`config.mk`:
```
export PLATFORM = sky130hd
export DESIGN_NAME = fetch_stage
export DESIGN_NICKNAME = d
export VERILOG_FILES = /design/src/rtl/pipeline_pkg.sv /design/src/rtl/sync_fifo.sv /design/src/rtl/fetch_stage.sv
export SDC_FILE = /design/constraint.sdc
export NUM_CORES = 1
export LEC_CHECK = 0
export CAP_MARGIN = 20
export CORE_ASPECT_RATIO = 2
export CORE_UTILIZATION = 56
export DETAILED_ROUTE_END_ITERATION = 7
export PLACE_DENSITY = 0.84
export SETUP_SLACK_MARGIN = 0.02
export SYNTH_ARGS = -nofsm -noshare
export SYNTH_HDL_FRONTEND = slang
export SYNTH_SLANG_ARGS = --single-unit
```
`constraint.sdc`:
```
create_clock -name i_clk -period 13.91 [get_ports i_clk]
set_input_delay 2.782 -clock i_clk [delete_from_list [all_inputs] [get_ports i_clk]]
set_output_delay 2.782 -clock i_clk [all_outputs]
set_load 0.01 [all_outputs]
```
`src/rtl/pipeline_pkg.sv`:
```
// Shared pipeline constants: datapath width, reset vector and the NOP used
// to fill an empty IF/ID boundary.
package pipeline_pkg;

  localparam int              XLEN      = 32;
  localparam logic [XLEN-1:0] RESET_PC  = 32'h0000_0000;
  localparam logic [31:0]     NOP_INSTR = 32'h0000_0013;
  localparam int              IFID_W    = XLEN + 32;

endpackage

```
`src/rtl/sync_fifo.sv`:
```
// Small synchronous FIFO with a flush that wins over a same-cycle push.
// DEPTH must be a power of two so the pointers wrap naturally.
module sync_fifo #(
  parameter int WIDTH = 32,
  parameter int DEPTH = 2
) (
  input  logic                     i_clk,
  input  logic                     i_rst,
  input  logic                     i_push,
  input  logic                     i_pop,
  input  logic                     i_flush,
  input  logic [WIDTH-1:0]         i_data,
  output logic [$clog2(DEPTH):0]   o_count,
  output logic [WIDTH-1:0]         o_head,
  output logic                     o_full,
  output logic                     o_empty
);

  localparam int AW = $clog2(DEPTH);

  logic [WIDTH-1:0] r_mem [DEPTH];
  logic [AW-1:0]    r_rd_ptr;
  logic [AW-1:0]    r_wr_ptr;
  logic [AW:0]      r_count;
  logic             w_do_push;
  logic             w_do_pop;

  assign o_count   = r_count;
  assign o_head    = r_mem[r_rd_ptr];
  assign o_empty   = (r_count == '0);
  assign o_full    = (r_count == (AW+1)'(DEPTH));
  assign w_do_pop  = i_pop && !o_empty;
  assign w_do_push = i_push && (!o_full || w_do_pop);

  always_ff @(posedge i_clk) begin
    if (w_do_push) begin
      r_mem[r_wr_ptr] <= i_data;
    end
  end

  always_ff @(posedge i_clk) begin
    if (i_rst || i_flush) begin
      r_rd_ptr <= '0;
      r_wr_ptr <= '0;
      r_count  <= '0;
    end else begin
      if (w_do_push) begin
        r_wr_ptr <= r_wr_ptr + 1'b1;
      end
      if (w_do_pop) begin
        r_rd_ptr <= r_rd_ptr + 1'b1;
      end
      case ({w_do_push, w_do_pop})
        2'b10:   r_count <= r_count + 1'b1;
        2'b01:   r_count <= r_count - 1'b1;
        default: r_count <= r_count;
      endcase
    end
  end

endmodule

```
`src/rtl/fetch_stage.sv`:
```
// Instruction-fetch stage: owns the PC, issues credit-limited memory requests,
// buffers responses and drops stale ones after an EX redirect.
module fetch_stage #(
  parameter int              XLEN     = pipeline_pkg::XLEN,
  parameter logic [XLEN-1:0] RESET_PC = pipeline_pkg::RESET_PC,
  parameter int              DEPTH    = 2
) (
  input  logic            i_clk,
  input  logic            i_rst,
  output logic            o_imem_req_valid,
  input  logic            i_imem_req_ready,
  output logic [XLEN-1:0] o_imem_req_addr,
  input  logic            i_imem_rsp_valid,
  input  logic [31:0]     i_imem_rsp_data,
  input  logic            i_redirect_valid,
  input  logic [XLEN-1:0] i_redirect_pc,
  output logic            o_if_valid,
  input  logic            i_if_ready,
  output logic [XLEN-1:0] o_if_pc,
  output logic [31:0]     o_if_instr
);

  import pipeline_pkg::*;

  localparam int          CW    = $clog2(DEPTH) + 1;
  localparam logic [CW:0] LIMIT = (CW+1)'(DEPTH);

  logic [XLEN-1:0]  r_pc;
  logic [CW-1:0]    r_outstanding;
  logic [CW-1:0]    r_drop_cnt;

  logic [CW-1:0]    w_fifo_count;
  logic [CW-1:0]    w_tag_count;
  logic             w_fifo_empty;
  logic             w_fifo_full;
  logic             w_tag_empty;
  logic             w_tag_full;
  logic [XLEN+31:0] w_fifo_head;
  logic [XLEN-1:0]  w_tag_head;
  logic             w_req_fire;
  logic             w_rsp;
  logic             w_rsp_keep;
  logic             w_pop;
  logic             w_unused;

  // Credits cover in-flight requests plus buffered words, so every response has a slot.
  assign o_imem_req_valid = !i_rst && !i_redirect_valid &&
                            (({1'b0, r_outstanding} + {1'b0, w_fifo_count}) < LIMIT);
  assign o_imem_req_addr  = r_pc;
  assign w_req_fire       = o_imem_req_valid && i_imem_req_ready;
  assign w_rsp            = i_imem_rsp_valid && (r_outstanding != '0);
  assign w_rsp_keep       = w_rsp && (r_drop_cnt == '0);

  assign o_if_valid = !w_fifo_empty;
  assign w_pop      = o_if_valid && i_if_ready;
  assign o_if_pc    = o_if_valid ? w_fifo_head[XLEN+31:32] : '0;
  assign o_if_instr = o_if_valid ? w_fifo_head[31:0] : NOP_INSTR;

  assign w_unused = ^{w_fifo_full, w_tag_count, w_tag_empty, w_tag_full, i_redirect_pc[1:0]};

  always_ff @(posedge i_clk) begin
    if (i_rst) begin
      r_pc          <= RESET_PC;
      r_outstanding <= '0;
      r_drop_cnt    <= '0;
    end else begin
      r_outstanding <= r_outstanding + CW'(w_req_fire) - CW'(w_rsp);
      if (i_redirect_valid) begin
        // Everything still in flight after this cycle belongs to the old path.
        r_pc       <= {i_redirect_pc[XLEN-1:2], 2'b00};
        r_drop_cnt <= r_outstanding - CW'(w_rsp);
      end else begin
        if (w_req_fire) begin
          r_pc <= r_pc + XLEN'(4);
        end
        if (w_rsp && (r_drop_cnt != '0)) begin
          r_drop_cnt <= r_drop_cnt - 1'b1;
        end
      end
    end
  end

`ifndef SYNTHESIS
  always_ff @(posedge i_clk) begin
    if (!i_rst && i_imem_rsp_valid && (r_outstanding == '0)) begin
      $error("fetch_stage: instruction response with no outstanding request");
    end
  end
`endif

  sync_fifo #(
    .WIDTH (XLEN + 32),
    .DEPTH (DEPTH)
  ) u_out_fifo (
    .i_clk   (i_clk),
    .i_rst   (i_rst),
    .i_push  (w_rsp_keep),
    .i_pop   (w_pop),
    .i_flush (i_redirect_valid),
    .i_data  ({w_tag_head, i_imem_rsp_data}),
    .o_count (w_fifo_count),
    .o_head  (w_fifo_head),
    .o_full  (w_fifo_full),
    .o_empty (w_fifo_empty)
  );

  sync_fifo #(
    .WIDTH (XLEN),
    .DEPTH (DEPTH)
  ) u_tag_fifo (
    .i_clk   (i_clk),
    .i_rst   (i_rst),
    .i_push  (w_req_fire),
    .i_pop   (w_rsp_keep),
    .i_flush (i_redirect_valid),
    .i_data  (r_pc),
    .o_count (w_tag_count),
    .o_head  (w_tag_head),
    .o_full  (w_tag_full),
    .o_empty (w_tag_empty)
  );

endmodule

```
* Word level (Yosys, flattened, before mapping)
Memories as Yosys holds them, arrays and structs flattened. A register that Yosys moved wholly into a read port is not among the register bits.
Index checks and enable logic that the tools add are counted.
** Word-level totals
- Output and inout bits :: 98
- Memories kept :: 2
- Register bits :: 44
- Memory bits (writable) :: 192
** Cells by class
- Mux-type cells :: 16
- Order comparisons :: 1
- Reductions and logical operators :: 30
- $add $sub $neg :: 14
- Eq/ne operators :: 6
** Memory list
- u_out_fifo.r_mem :: words 2, bits a word 64, rd ports 1, clocked after memory_dff 1, wr ports 1, RTL line sync_fifo.sv:21 : logic [WIDTH-1:0] r_mem [DEPTH];
- u_tag_fifo.r_mem :: words 2, bits a word 32, rd ports 1, clocked after memory_dff 1, wr ports 1, RTL line sync_fifo.sv:21
** Operators with widths (count)
- $mux 32 :: 4
- $add 32x3->32 const B :: 1
- $reduce_bool 2->1 :: 6
- $logic_and 1x1->1 :: 11
- $eq 2x2->1 const B :: 4
- $mux 1 :: 8
- $pmux 2 s2 :: 2
- $logic_not 1->1 :: 6
- $logic_not 2->1 :: 3
- $sub 2x1->2 const B :: 3
- $add 1x1->1 const B :: 4
- $add 2x1->2 const B :: 2
- $eq 2x1->1 const B :: 2
- $mux 2 :: 2
- $sub 2x1->2 :: 2
- $add 2x2->3 :: 1
- $logic_or 1x1->1 :: 3
- $lt 3x2->1 const B :: 1
- $add 2x1->2 :: 1
- $reduce_or 2->1 :: 1

* Depth between registers and ports, before layout
Gate-level depths: netlist of run 1.
- Word-level depth :: 8
- Gate-level depth with buffers :: 10

* Hierarchy
Synthesis of run 1 repeated with hierarchy kept, for this count alone.
** Second synthesis, totals
- Cell total of the unflattened synthesis :: 713
- Area total of the unflattened synthesis :: 10132.2 µm²
** By module, submodules not included
- sync_fifo at u_out_fifo :: cells an instance 231, times used 1, area an instance 4897.2 µm²
- fetch_stage :: cells an instance 350, times used 1, area an instance 2656.3 µm²
- sync_fifo at u_tag_fifo :: cells an instance 132, times used 1, area an instance 2578.7 µm²

* Worst setup path before layout of run 1
OpenSTA, ideal clock, no wires.
- Kind :: input to register
- From :: in i_imem_rsp_valid
- To :: mem u_out_fifo.r_mem[0][0] (netlist bit), enable pin
- Slack :: 7532 ps
- Setup time :: 483 ps
- Data required time :: 13427 ps
- Arrival time :: 5895 ps
- Cell stages on the path :: 3
- Cell sequence :: o21a_1 o311ai_0 nor2_1
** Between the ends
- Word-level cells in the longest chain between the ends :: 5
** Ends and longest elaborated chain
- from (decl) :: RTL line fetch_stage.sv:13 : input logic i_imem_rsp_valid,
- $logic_and 1x1->1 :: RTL line fetch_stage.sv:51 : assign w_rsp = i_imem_rsp_valid && (r_outstanding != '0);
- $logic_and 1x1->1 :: RTL line fetch_stage.sv:52 : assign w_rsp_keep = w_rsp && (r_drop_cnt == '0);
- $logic_and 1x1->1 :: RTL line sync_fifo.sv:33 : assign w_do_push = i_push && (!o_full || w_do_pop);
- $mux 1 :: RTL line sync_fifo.sv:36 : if (w_do_push) begin
- $mux 1 (not written as such) :: RTL line sync_fifo.sv:37 : r_mem[r_wr_ptr] <= i_data;
- to (decl) :: RTL line sync_fifo.sv:21
No other way between the ends.

* Final worst setup path of run 1
- From :: in i_redirect_valid
- To :: out o_imem_req_valid
** Between the ends
- Word-level cells in the longest chain between the ends :: 3
** Ends and longest elaborated chain
- from (decl) :: RTL line fetch_stage.sv:15 : input logic i_redirect_valid,
- $logic_not 1->1 :: RTL line fetch_stage.sv:47 : assign o_imem_req_valid = !i_rst && !i_redirect_valid &&
- $logic_and 1x1->1 (2 in a row) :: RTL line fetch_stage.sv:47
- to (decl) :: RTL line fetch_stage.sv:10 : output logic o_imem_req_valid,
No other way between the ends.

==> impl_summary.log, run 1 <==
INFO  metric outcome = completed
INFO  metric synth_enable_flop_cells = 184
INFO  metric critical_path.reg2reg.startpoint = u_out_fifo.o_count[0]
INFO  metric worst-path-buf-inv = 2
INFO  metric ys_flop_type = sky130_fd_sc_hd__edfxtp_1
INFO  metric part_of_the_yosys_area_used_for_sequential_elements = 0.693
INFO  metric drcViolationCount = 0
INFO  metric timing.setup.critical_path_class = in2out
INFO  metric die-width = 92.8 um
INFO  metric pin_count_of_the_biggest_net_entering_global_routing = 63
INFO  metric cts.sink_count = 228
INFO  metric worst_pin_slew = 1.04 ns
INFO  metric rrSetupSlack = 10.47 ns
INFO  metric post_synthesis_average_cell_area = 14.2 um2
INFO  metric cts_post_setup_buffers_inserted = 0
INFO  metric worst_r2r_endpoint = u_tag_fifo.o_count[1]
INFO  metric number_of_warnings_reported_in_the_yosys_synthesis_log = 0
INFO  metric cts_made_buffers = 19
INFO  metric async_flop_share = 0
INFO  metric routed_via_density = 5.51
INFO  metric synth_top_area_cell = sky130_fd_sc_hd__edfxtp_1
INFO  metric capturing_element_of_the_worst_setup_path = o_imem_req_valid
INFO  metric setup-violations-final = 0
INFO  metric drt-wirelength-per-cell = 17.5 um
INFO  metric end_kind = primary output
INFO  metric final.setup_skew = 0.0121 ns
INFO  metric count_of_mapped_cells_out_of_synthesis = 653
INFO  metric htree_levels = 1
INFO  metric crit_slowest_cell = sky130_fd_sc_hd__clkdlybuf4s50_1
INFO  metric drtIter0Drc = 239
INFO  metric grt.overflow.total = 0
INFO  metric ant_nets = 0
INFO  metric worst_slew_margin_rel = 0.308
INFO  metric cp_top_family = buffers and inverters
INFO  metric rsz0062_at_grt = false
INFO  metric yosys_register_bits = 228
INFO  metric dp_hpwl = 12.3 mm
INFO  metric die_h = 184 um
INFO  metric cts-hold-fix-buffers = 0
INFO  metric worst-endpoint-arrival = 5.11 ns
INFO  metric p_int = 1160 uW
INFO  metric fin_tns_setup = 0 ns
INFO  metric ios = 168
INFO  metric yosys-top-cells-area = sky130_fd_sc_hd__edfxtp_1 (60%), sky130_fd_sc_hd__dfxtp_1 (9.5%), sky130_fd_sc_hd__mux2i_1 (6.9%), sky130_fd_sc_hd__nor2_1 (3.9%), sky130_fd_sc_hd__mux2_2 (3.7%)
INFO  metric core = 16200 um2
INFO  metric clk_path_buf_depth = 3
INFO  metric fin_crit_sh = 0.568
INFO  metric layout-drive-gt1-share = 0.0984
INFO  metric io_buffer_count = 161
INFO  metric first_pass_grt_wire_length = 27.8 mm
INFO  metric power_switching_share = 0.226
INFO  metric cts-resized-gates = 0
INFO  metric antenna_found_initial = 0
INFO  metric commonest_non_fill_non_tap_cells_in_the_layout = sky130_fd_sc_hd__edfxtp_1 (184), sky130_fd_sc_hd__clkdlybuf4s50_1 (161), sky130_fd_sc_hd__nor2_1 (93)
INFO  metric cts_root_buffer_type = sky130_fd_sc_hd__clkbuf_16
INFO  metric grt_use_total = 0.209
INFO  metric fp-row-count = 66
INFO  metric netlist.area_leader.share = 0.598
INFO  metric r2r_cells = 10
INFO  metric p_switching = 338 uW
INFO  metric num-nets-final = 888
INFO  metric maxCapViolCount = 0
INFO  metric gpl.final_weighted_congestion = 0.967
INFO  metric maxSlewViolCount = 0
INFO  metric detail_route.first_pass.iterations = 4
INFO  metric hold_path.class = reg2reg
INFO  metric power.leakage = 0.00374 uW
INFO  metric crit_path_cell_trace = clkdlybuf4s50_1 > or2_0 > nor3_1 > clkdlybuf4s50_1
INFO  metric first_global_vias = 5689
INFO  metric clk_transition_reported_paths = 0.06 ns
INFO  metric timing.final.hold_violations = 0
INFO  metric finalInstanceArea = 11700 um2
INFO  metric syn2layout_area_growth = 26.2%
INFO  metric post_dp_cell_area = 11100 um2
INFO  metric synthesis.area = 9240 um2
INFO  metric crit_path_max_fanout = 18
INFO  metric totalWireLength = 17.9 mm
INFO  metric start_util = 0.571
INFO  metric power_density = 128 nW/um2
INFO  metric post_synth_num_cell_types = 47
INFO  metric timing.critical_path.mode_cell = sky130_fd_sc_hd__clkdlybuf4s50_1
INFO  metric clk-insertion-delay-late = 0.48 ns
INFO  metric pwr-share-comb = 0.121
INFO  metric fp.dieArea = 17100 um2
INFO  metric power_frac_clock = 0.336
INFO  metric cp-startpoint = i_redirect_valid
INFO  metric peakVddDrop = 0.101 mV
INFO  metric tritoncts = built
INFO  metric detailroute.via_count = 5658
INFO  metric critical_path.startpoint_type = primary input
INFO  metric final_period_minus_worst_setup_slack = 7.90 ns
INFO  metric seq_power_share = 0.542
INFO  metric layout.cells.most_common = sky130_fd_sc_hd__edfxtp_1
INFO  metric fmax = 127 MHz
INFO  metric slowest_stage_delay_on_critical_path = 0.79 ns
INFO  metric antenna_cells = 0
INFO  metric timing.critical_path.required = 11.13 ns
INFO  metric path_depth = 4
cell families after synthesis:
| family | after synthesis | share of synthesized area |
|---|---|---|
| adders and majority gates | 8 | 0.0116 |
| and+or+nand+nor | 185 | 0.0965 |
| muxes | 94 | 0.106 |
| xor gates and xnor gates | 36 | 0.0341 |
| AOI/OAI and AO/OA | 51 | 0.0352 |
| buffers and inverters | 50 | 0.0231 |
| other | 1 | 0.000406 |
| DFF | 228 | 0.693 |
registers in the layout (all words and copies together), names as in the netlist, named ones only:
signal and flops:
u_tag_fifo.r_rd_ptr 1, r_drop_cnt 2, u_out_fifo.r_rd_ptr 1, u_out_fifo.r_mem 124
r_outstanding 2, u_tag_fifo.r_wr_ptr 1, u_tag_fifo.r_mem 60, u_out_fifo.r_wr_ptr 1
u_tag_fifo.o_count 2, o_imem_req_addr 30, u_out_fifo.o_count 2
layout make-up:
cell class	count	area, um2
timing repair buffer	171	1690
multi-input combinational	378	2660
fill	1081	4520
clock inverter	5	31.3
sequential	228	6410
inverter	12	45.0
clock buffer	29	574
tap	204	255
worst min-delay path: stages, from the launching register on:
cell                      delay, ns
sky130_fd_sc_hd__dfxtp_1       0.33
sky130_fd_sc_hd__o21ai_0       0.07
sky130_fd_sc_hd__a21oi_1       0.06
worst min path at each step:
stage | start | end | cells after the start | slack [ns]
global route | o_imem_req_addr[31] | u_tag_fifo.r_mem[1][31] | 0 | 0.54
detailed placement | u_tag_fifo.o_count[1] | u_tag_fifo.o_count[1] | 2 | 0.51
finish | u_tag_fifo.o_count[1] | u_tag_fifo.o_count[1] | 2 | 0.51
global placement | u_tag_fifo.o_count[1] | u_tag_fifo.o_count[1] | 2 | 0.48
CTS | u_tag_fifo.o_count[1] | u_tag_fifo.o_count[1] | 2 | 0.52
floorplan | u_tag_fifo.o_count[1] | u_tag_fifo.o_count[1] | 2 | 0.47
power by group through the flow:
stage	Combinational (uW)	Clock, uW	Sequential, uW
after CTS	184	516	813
after detailed placement	182	0	827
after floorplan	96.5	0	823
after global routing	197	540	817
final	182	504	813
after global placement	175	0	823
routing by layer:
layer | vias to the layer above | share of wire | track usage
met4 | 0 | 0.040 | 0.0960
met1 | 2731 | 0.36 | 0.223
met5 | - | 0 | 0
met3 | 39 | 0.046 | 0.0240
met2 | 195 | 0.55 | 0.399
li1 | 2693 | - | -
synth_stat cells, types with 7 or more instances:
library cell / instances
sky130_fd_sc_hd__a21oi_1: 18
sky130_fd_sc_hd__nor4_1: 7
sky130_fd_sc_hd__nand2_1: 27
sky130_fd_sc_hd__mux2i_1: 64
sky130_fd_sc_hd__inv_1: 12
sky130_fd_sc_hd__ha_1: 7
sky130_fd_sc_hd__clkbuf_1: 26
sky130_fd_sc_hd__a211oi_1: 12
sky130_fd_sc_hd__mux2_2: 30
sky130_fd_sc_hd__dfxtp_1: 44
sky130_fd_sc_hd__nand3_1: 10
sky130_fd_sc_hd__edfxtp_1: 184
sky130_fd_sc_hd__xnor2_1: 27
sky130_fd_sc_hd__nand4_1: 9
sky130_fd_sc_hd__nor2_1: 97
sky130_fd_sc_hd__xor2_1: 9
metrics by stage:
step | total power, uW | hold WS (ns) | instances | worst slack, ns | util
global route | 1550 | 0.543 | 1027 | 5.93 | 0.720
floorplan | 920 | 0.472 | 656 | 7.53 | -
CTS | 1510 | 0.515 | 1027 | 6.02 | 0.720
detailed placement | 1010 | 0.505 | 993 | 6.02 | 0.683
global placement | 998 | 0.482 | 993 | 6.06 | 0.683
finish | 1500 | 0.513 | 1027 | 6.01 | 0.720
(Power assumes the default switching activity.)
==> run 2: changes to the inputs <==
--- a/config.mk
+++ b/config.mk
@@ -7,9 +7,9 @@
 export LEC_CHECK = 0
 export CAP_MARGIN = 20
 export CORE_ASPECT_RATIO = 2
-export CORE_UTILIZATION = 56
+export CORE_UTILIZATION = 47
 export DETAILED_ROUTE_END_ITERATION = 7
-export PLACE_DENSITY = 0.84
+export PLACE_DENSITY = 0.76
 export SETUP_SLACK_MARGIN = 0.02
 export SYNTH_ARGS = -nofsm -noshare
 export SYNTH_HDL_FRONTEND = slang
==> constraint.sdc (replaced) <==
create_clock -name i_clk -period 6.7 [get_ports i_clk]
set_input_delay 1.34 -clock i_clk [delete_from_list [all_inputs] [get_ports i_clk]]
set_output_delay 1.34 -clock i_clk [all_outputs]
set_load 0.01 [all_outputs]
==> impl_summary.log, run 2 (synthesized netlist as in run 1, its figures left out) <==
INFO  metric outcome = completed
INFO  metric commonest_non_fill_non_tap_cells_in_the_layout = sky130_fd_sc_hd__edfxtp_1 (184), sky130_fd_sc_hd__clkdlybuf4s50_1 (161), sky130_fd_sc_hd__nor2_1 (93)
INFO  metric timing.setup.critical_path_class = in2out
INFO  metric worst_r2r_endpoint = u_tag_fifo.o_count[1]
INFO  metric pin_count_of_the_biggest_net_entering_global_routing = 61
INFO  metric clk_transition_reported_paths = 0.06 ns
INFO  metric io_buffer_count = 161
INFO  metric gpl.final_weighted_congestion = 0.917
INFO  metric fin_tns_setup = 0 ns
INFO  metric die_h = 200 um
INFO  metric drtIter0Drc = 209
INFO  metric antenna_cells = 0
INFO  metric rrSetupSlack = 3.23 ns
INFO  metric syn2layout_area_growth = 28.4%
INFO  metric totalWireLength = 18.4 mm
INFO  metric fmax = 207 MHz
INFO  metric worst_slew_margin_rel = 0.420
INFO  metric worst_pin_slew = 0.870 ns
INFO  metric cts-hold-fix-buffers = 0
INFO  metric crit_path_max_fanout = 33
INFO  metric timing.hold.ws = 0.539 ns
INFO  metric hold-path-cell-count = 0
INFO  metric dp_hpwl = 13.1 mm
INFO  metric power.leakage = 0.00380 uW
INFO  metric final_period_minus_worst_setup_slack = 4.83 ns
INFO  metric critical_path.reg2reg.startpoint = u_out_fifo.o_count[0]
INFO  metric critical_path.startpoint_type = primary input
INFO  metric layout-drive-gt1-share = 0.105
INFO  metric drcViolationCount = 0
INFO  metric power_density = 274 nW/um2
INFO  metric slowest_stage_delay_on_critical_path = 0.73 ns
INFO  metric ios = 168
INFO  metric largest_register = u_out_fifo.r_mem
INFO  metric start_util = 0.479
INFO  metric htree_levels = 1
INFO  metric num-nets-final = 893
INFO  metric timing.critical_path.required = 5.36 ns
INFO  metric timing.critical_path.mode_cell = sky130_fd_sc_hd__clkdlybuf4s50_1
INFO  metric detailroute.via_count = 5657
INFO  metric cts_post_setup_buffers_inserted = 0
INFO  metric first_pass_grt_wire_length = 28.8 mm
INFO  metric crit_path_cell_trace = clkdlybuf4s50_1 > buf_4 > or2_0 > nor3_1 > clkdlybuf4s50_1
INFO  metric maxCapViolCount = 0
INFO  metric largest_register_ff_count = 124
INFO  metric antenna_found_initial = 0
INFO  metric drt-wirelength-per-cell = 16.9 um
INFO  metric grt_use_total = 0.181
INFO  metric final.setup_skew = 0.0161 ns
INFO  metric detail_route.first_pass.iterations = 4
INFO  metric timing.final.hold_violations = 0
INFO  metric hold_end = u_tag_fifo.r_mem[1][31]
INFO  metric setup-violations-final = 0
INFO  metric r2r_cells = 10
INFO  metric cts_made_buffers = 20
INFO  metric final_util = 0.616
INFO  metric tritoncts = built
INFO  metric maxSlewViolCount = 0
INFO  metric rsz0062_at_grt = false
INFO  metric end_kind = primary output
INFO  metric fp-row-count = 72
INFO  metric fp.dieArea = 20300 um2
INFO  metric clk_path_buf_depth = 3
INFO  metric die-width = 101 um
INFO  metric cts.sink_count = 228
INFO  metric peakVddDrop = 0.190 mV
INFO  metric ant_nets = 0
INFO  metric min-delay-start = o_imem_req_addr[31]
INFO  metric routed_via_density = 5.20
INFO  metric first_global_vias = 5820
INFO  metric worst-endpoint-arrival = 3.49 ns
INFO  metric crit_slowest_cell = sky130_fd_sc_hd__or2_0
INFO  metric cts-resized-gates = 0
INFO  metric core = 19300 um2
INFO  metric clk-insertion-delay-late = 0.49 ns
INFO  metric grt.overflow.total = 0
INFO  metric fin_crit_sh = 0.722
INFO  metric cp_top_family = buffers and inverters
INFO  metric worst-path-buf-inv = 3
INFO  metric cts_root_buffer_type = sky130_fd_sc_hd__clkbuf_16
INFO  metric hold_path.class = reg2reg
INFO  metric layout.cells.most_common = sky130_fd_sc_hd__edfxtp_1
==> run 2: cell count changes in the layout (fill, tap and decap cells not counted), moves of 2 or more <==
| cell | change |
|---|---|
| sky130_fd_sc_hd__clkbuf_1 | -4 |
| sky130_fd_sc_hd__clkinv_1 | +4 |
| sky130_fd_sc_hd__buf_12 | +2 |
| sky130_fd_sc_hd__buf_4 | +2 |
| sky130_fd_sc_hd__clkinvlp_4 | +2 |
| sky130_fd_sc_hd__bufinv_16 | +3 |
| sky130_fd_sc_hd__clkbuf_8 | -4 |
==> run 2: cell type report <==
type	count	area, um2
clock buffers	22	529
clock inverters	14	163
fillers	1515	7410
inverters	12	45.0
multi-input cells	378	2660
flip-flops and latches	228	6410
well taps	259	324
repair buffers	175	1740
==> run 2: worst max-delay path by stage <==
stage / start / end / slack [ns] / cells after the start
after CTS: i_rst / o_imem_req_valid / 1.88 / 5
final: i_rst / o_imem_req_valid / 1.87 / 5
after floorplan: i_imem_rsp_valid / u_out_fifo.r_mem[0][0] / 1.76 / 3
after global placement: i_rst / o_imem_req_valid / 1.90 / 5
after global routing: i_rst / o_imem_req_valid / 1.72 / 5
after detailed placement: i_rst / o_imem_req_valid / 1.89 / 5
==> run 2: stage by stage <==
step,setup slack (ns),power (uW),instances,instance area (um2)
after detailed placement,1.89,2110,1052,11200
after global placement,1.90,2080,1050,11100
after global routing,1.72,3370,1088,11900
after CTS,1.88,3290,1088,11900
after floorplan,1.76,1910,656,9250
final,1.87,3250,1088,11900
==> run 2: power by group <==
part	switching, uW	internal, uW	leakage [uW]	total [uW]
Clock	485	692	0.000324	1180
Sequential	51.4	1630	0.00204	1680
Combinational	202	188	0.00143	390
==> run 2: metal layers <==
layer / GRT usage / vias to the layer above / part of all wire
met5: 0 / - / 0
met4: 0.0807 / 0 / 0.032
met3: 0.0248 / 37 / 0.046
met2: 0.356 / 178 / 0.57
met1: 0.179 / 2728 / 0.35
li1: - / 2714 / -
